--- config.mk ---
export PLATFORM = sky130hd
export DESIGN_NAME = usec_pulse_meter
export DESIGN_NICKNAME = d
export VERILOG_FILES = /design/src/rtl/usec_pulse_meter.sv
export SDC_FILE = /design/constraint.sdc
export NUM_CORES = 1
export LEC_CHECK = 0
export BUFFER_PORTS_ARGS = -buffer_cell sky130_fd_sc_hd__clkbuf_2
export CORE_MARGIN = 5
export CORE_UTILIZATION = 46
export DETAILED_ROUTE_END_ITERATION = 12
export GPL_TIMING_DRIVEN = 0
export PLACE_DENSITY = 0.66
export SYNTH_ARGS = -nofsm -noshare
export SYNTH_HDL_FRONTEND = slang
export SYNTH_SLANG_ARGS = --single-unit
--- constraint.sdc ---
create_clock -name clk -period 4.4 [get_ports clk]
set_input_delay 0.88 -clock clk [delete_from_list [all_inputs] [get_ports clk]]
set_output_delay 0.88 -clock clk [all_outputs]
set_load 0.005 [all_outputs]
--- src/rtl/usec_pulse_meter.sv ---
// Pulse-width meter in 1 us ticks; edge-to-strobe latency 2 clk on both edges so sync delay cancels.
// No backpressure: valid/timeout are one-cycle strobes, start is dropped unless idle.
module usec_pulse_meter #(
    parameter int MAX_US = 30000,
    parameter int CNT_W  = 16
) (
    input  logic             clk,
    input  logic             reset_p,
    input  logic             tick_usec,
    input  logic             start,
    input  logic             pulse_in,
    output logic             busy,
    output logic [CNT_W-1:0] width_us,
    output logic             valid,
    output logic             timeout
);

    typedef enum logic [1:0] {
        IDLE      = 2'd0,
        WAIT_RISE = 2'd1,
        MEASURE   = 2'd2
    } state_t;

    localparam logic [CNT_W-1:0] MAX_CNT = CNT_W'(MAX_US);

    state_t           state;
    logic [CNT_W-1:0] cnt;
    logic             s1, s2, s3;
    logic             rise, fall;

    assign rise = s2 & ~s3;
    assign fall = ~s2 & s3;

    always_ff @(posedge clk) begin
        if (reset_p) begin
            state    <= IDLE;
            cnt      <= '0;
            s1       <= 1'b0;
            s2       <= 1'b0;
            s3       <= 1'b0;
            width_us <= '0;
            busy     <= 1'b0;
            valid    <= 1'b0;
            timeout  <= 1'b0;
        end else begin
            s1      <= pulse_in;
            s2      <= s1;
            s3      <= s2;
            valid   <= 1'b0;
            timeout <= 1'b0;
            case (state)
                IDLE: begin
                    if (start) begin
                        state <= WAIT_RISE;
                        cnt   <= '0;
                        busy  <= 1'b1;
                    end
                end
                WAIT_RISE: begin
                    // An edge wins over a coincident tick; that tick is simply lost.
                    if (rise) begin
                        state <= MEASURE;
                        cnt   <= '0;
                    end else if (tick_usec) begin
                        if (cnt == MAX_CNT) begin
                            state   <= IDLE;
                            cnt     <= '0;
                            busy    <= 1'b0;
                            timeout <= 1'b1;
                        end else begin
                            cnt <= cnt + 1'b1;
                        end
                    end
                end
                MEASURE: begin
                    if (fall) begin
                        state    <= IDLE;
                        cnt      <= '0;
                        busy     <= 1'b0;
                        valid    <= 1'b1;
                        width_us <= cnt;
                    end else if (tick_usec) begin
                        if (cnt == MAX_CNT) begin
                            state   <= IDLE;
                            cnt     <= '0;
                            busy    <= 1'b0;
                            timeout <= 1'b1;
                        end else begin
                            cnt <= cnt + 1'b1;
                        end
                    end
                end
                default: begin
                    state <= IDLE;
                    cnt   <= '0;
                    busy  <= 1'b0;
                end
            endcase
        end
    end

endmodule

After elaboration in Yosys (flattened, before gate mapping). Index checks and enable logic that the tools add are counted.

Flip-flop bits (word level): 40. Bits of input ports: 5. Output and inout bits: 19. Word-level logic and storage cells: 48.

Add/sub/neg operators: 1. Equality and inequality tests: 5. Multiplexer cells: 24. Bitwise logic cells: 5. Reductions and logical operators: 4.

Operators with widths (number): $mux W16 (5); $pmux W16 S3 (1); $add A16 B1 Y16 const B (1); $eq A16 B15 Y1 const B (1); $mux W1 (10); $mux W2 (5); $pmux W2 S3 (1); $ne A2 B2 Y1 const B (2); $reduce_and A2 Y1 (2); $not A1 Y1 (3); $pmux W1 S3 (1); $and A1 B1 Y1 (2); $eq A2 B1 Y1 const B (1); $eq A2 B2 Y1 const B (1); $logic_not A2 Y1 (1); $pmux W1 S2 (1); $reduce_or A2 Y1 (1).

Longest topological paths before layout.
Depth after elaboration: 5. Mapped depth: 9. Gate-level depth less buffers: 7.

Worst setup path after synthesis. No wires, ideal clock.

Path kind: in2reg. Start: input tick_usec. End: register cnt[14]. Library setup time: 74 ps. Arrival: 2135 ps. Data required time: 4326 ps. Path slack: 2191 ps. Stages on the path: 7. Path through: buf_6 and4b_1 and4_4 buf_6 nor4_4 a41oi_1 a31oi_1.

Longest elaborated chain between the ends: 3.

Ends and longest elaborated chain: from (decl) (RTL line 9) `input logic tick_usec,`; $mux W16 *; $mux W16 (on tied branches); $pmux W16 S3 *; to (signal assigned) (RTL line 71) `cnt <= cnt + 1'b1;`; to (signal assigned) (RTL line 89) `cnt <= cnt + 1'b1;`; to (decl) (RTL line 27) `logic [CNT_W-1:0] cnt;`.

Mark *: on every way between the ends. The rest lies on a longest branch, timed or not. A chain may end at the register's enable or synchronous reset.

Worst setup path after layout.
Start: register cnt[0]. End: register cnt[9].

Longest elaborated chain between the ends: 5.

Ends and longest elaborated chain: $add A16 B1 Y16 or $eq A16 B15 Y1 (tied branches); $mux W16 * (RTL line 65, 83); $mux W16 * (RTL line 64) `end else if (tick_usec) begin`; $mux W16 (on tied branches) (RTL line 76, 61); $pmux W16 S3 * (RTL line 51) `case (state)`.

Marked as above.

==> out/metrics.yaml <==
logic_synthesis:
  synthDistinctLibCells: 39
  syn_nets: 240
  syn_area_um2: 1858
  synth-seq-area-share_pct: 43.10
  ys_async_sr_fraction_pct: 0
  synth_edf_count: 0
  yosys_register_bits: 40
  ys_warn_count: 0
  synth-main-ff-cell: "dfxtp_1"
  synthCells: 229
  synth.avg_cell_area_um2: 8.114
final_layout:
  nFillCells: 386
  nets: 269
  diodes: 0
  drive_gt1_share_pct: 14.67
  post-route-util_pct: 53.40
  area_growth_syn_to_layout_pct: 14.14
  final_cells: 309
drt:
  vias: 1637
  dr.pass1.iters: 4
  drtIter0Drc: 102
  finalWirelength_um: 3899
  wl_per_cell_um: 12.62
  drc: 0
  viasPerCell: 5.298
  drtAntennaViolNets: 0
clock_tree:
  cts_buffers: 5
  cts_post_setup_buffers_inserted: 0
  cts_resized: 0
  cts.clk_slew.worst_paths_ps: 70
  cts_buffer_depth: 2
  hold_buffers: 0
  htreeDepth: 2
  cts_root_buf: "clkbuf_8"
  clk_latency_ps: 290
  clkSinkCount: 40
  cts_tree: "built"
sta:
  worst_pin_slew_ps: 728.1
  slew_headroom_pct: 51.46
  finClkSkew_ps: 4.384
  final-hold-violation-count: 0
  finalSetupTns_ps: 0
  final_max_slew_viol_count: 0
  post-route-period-util_pct: 49.77
  rsz0062_at_grt: "false"
  fin_hold_ws_ps: 448.8
  finalWorstSetupSlack_ps: 2210
  fmax_ghz: 0.4567
  period_needed_ps: 2190
  setup_violations: 0
power_and_ir_drop:
  vdd.ir_drop.worst_v: 0.0001609
  leakage_nw: 0.7534
  power.density_nw_per_um2: 313.7
placed_design:
  dpl.cell_count: 301
  pre_cts_slack_ps: 1954
  dp_hpwl_um: 2807
  port_buffers: 22
  gp_congestion: 0.8305
grt:
  grt.overflow.total: 0
  grt_pass1_vias: 1488
  antenna_found_initial: 0
  grt_usage_pct: 16.08
  grt_pass1_wl_um: 6720
  grt_max_degree: 12
critical_path:
  criticalPathCategory: "register to register"
  arrival_ps: 2410
  reg2reg_slack_ps: 2210
  start_kind: "register"
  worst_ep_required_time_ps: 4620
  crit_fanout: 8
  end_kind: "register"
die:
  ios: 24
  initial_utilization_pct: 46.79
  die_h_um: 73.56
  core_area_um2: 3971
  die_w_um: 73.56
  row_count: 23
  dieArea_um2: 5410
hold_path:
  min-delay-path-class: "register to register"
flow_run:
  max-cap-violations: 0
run_status:
  status: "finished, final reports clean"
[power breakdown]
part | internal [mW] | switching (mW)
Sequential | 0.365 | 0.00319
Clock | 0.128 | 0.121
Combinational | 0.0172 | 0.0301
[cells by family (layout without fill, tap and decap cells)]
group	count (synthesis)	after routing	share of synthesized area [%]
buffers and inverters	26	56	6.330
adders and majority gates	6	6	4.040
and+or+nand+nor	101	101	28.55
AOI/OAI and AO/OA	56	56	17.98
DFF	40	40	43.10
[final cells by class]
type / instances / area (um2) / share of cell area, %
Multi-Input combinational cell: 163 / 939.7 / 44.31
Sequential cell: 40 / 800.8 / 37.76
Timing Repair Buffer: 22 / 110.1 / 5.192
Clock buffer: 8 / 90.09 / 4.248
Buffer: 13 / 68.82 / 3.245
Tap cell: 50 / 62.56 / 2.950
Inverter: 13 / 48.80 / 2.301
[registers in the layout, indices dropped and copies added (netlist names)]
signal,cells
busy,1
cnt,16
s1,1
s2,1
s3,1
state,2
timeout,1
valid,1
width_us,16
[Yosys cell counts (2+ instances only)]
| master | n | share of area [%] |
|---|---|---|
| o21ai_1 | 3 | 0.81 |
| dfxtp_1 | 40 | 43 |
| a41oi_1 | 2 | 0.94 |
| nor2b_1 | 6 | 2.0 |
| a31oi_1 | 3 | 1.0 |
| o22ai_1 | 6 | 2.0 |
| nand3b_1 | 2 | 0.81 |
| nand3_1 | 9 | 2.4 |
| nand4_1 | 4 | 1.3 |
| nand2_1 | 44 | 8.9 |
| nor3_1 | 6 | 1.6 |
| o31ai_1 | 2 | 0.81 |
| ha_1 | 6 | 4.0 |
| o21ai_0 | 3 | 0.81 |
| a22o_1 | 2 | 0.94 |
| inv_1 | 13 | 2.6 |
| and3_1 | 4 | 1.3 |
| nor4_1 | 2 | 0.67 |
| clkbuf_1 | 7 | 1.4 |
| buf_2 | 4 | 1.1 |
| nor2_1 | 7 | 1.4 |
| and4b_1 | 2 | 1.1 |
| nor3b_1 | 2 | 0.81 |
| and2_1 | 2 | 0.67 |
| nand2b_1 | 4 | 1.3 |
| buf_6 | 2 | 1.2 |
| o41ai_1 | 2 | 0.94 |
| a21oi_1 | 29 | 7.8 |
[stage by stage]
step | total power, mW | area, um2
after global placement | 0.4233 | 2031
after floorplan | 0.4114 | 1858
final | 0.6653 | 2121
after CTS | 0.6709 | 2121
after global routing | 0.6939 | 2121
after detailed placement | 0.4240 | 2031
[per-layer routing]
metal  part of all wire, %  track usage [%]  wire, um
met1                    50            22.49      1960
met2                    42            22.83      1640
met3                   5.3            4.514       208
met4                   2.3            7.243        89
met5                     0                0         0
[worst paths after layout]
path                            startpoint  endpoint  cells past startpoint
worst max-delay path                cnt[0]    cnt[9]                      8
worst min-delay path                    s1        s2                      1
worst max register to register      cnt[0]    cnt[9]                      8
worst min register to register          s1        s2                      1
[layout by cell type (no fill, tap or decap), types with 4 or more instances in the layout]
cell | Yosys | routed
nand2b_1 | 4 | 4
a21oi_1 | 29 | 29
clkbuf_2 | 0 | 22
inv_1 | 13 | 13
nor2_1 | 7 | 7
nand4_1 | 4 | 4
o22ai_1 | 6 | 6
clkbuf_1 | 7 | 9
ha_1 | 6 | 6
and3_1 | 4 | 4
dfxtp_1 | 40 | 40
nand3_1 | 9 | 9
clkbuf_8 | 0 | 6
nor3_1 | 6 | 6
nand2_1 | 44 | 44
nor2b_1 | 6 | 6
buf_2 | 4 | 4
[worst max-delay path, stage by stage, from the launching register on]
cell,delay [ps]
dfxtp_1,430
inv_1,90
ha_1,200
and4b_1,180
and4_4,170
buf_6,130
nor4_4,550
a41oi_1,190
a31oi_1,170
Power figures use the tool's default switching activity.
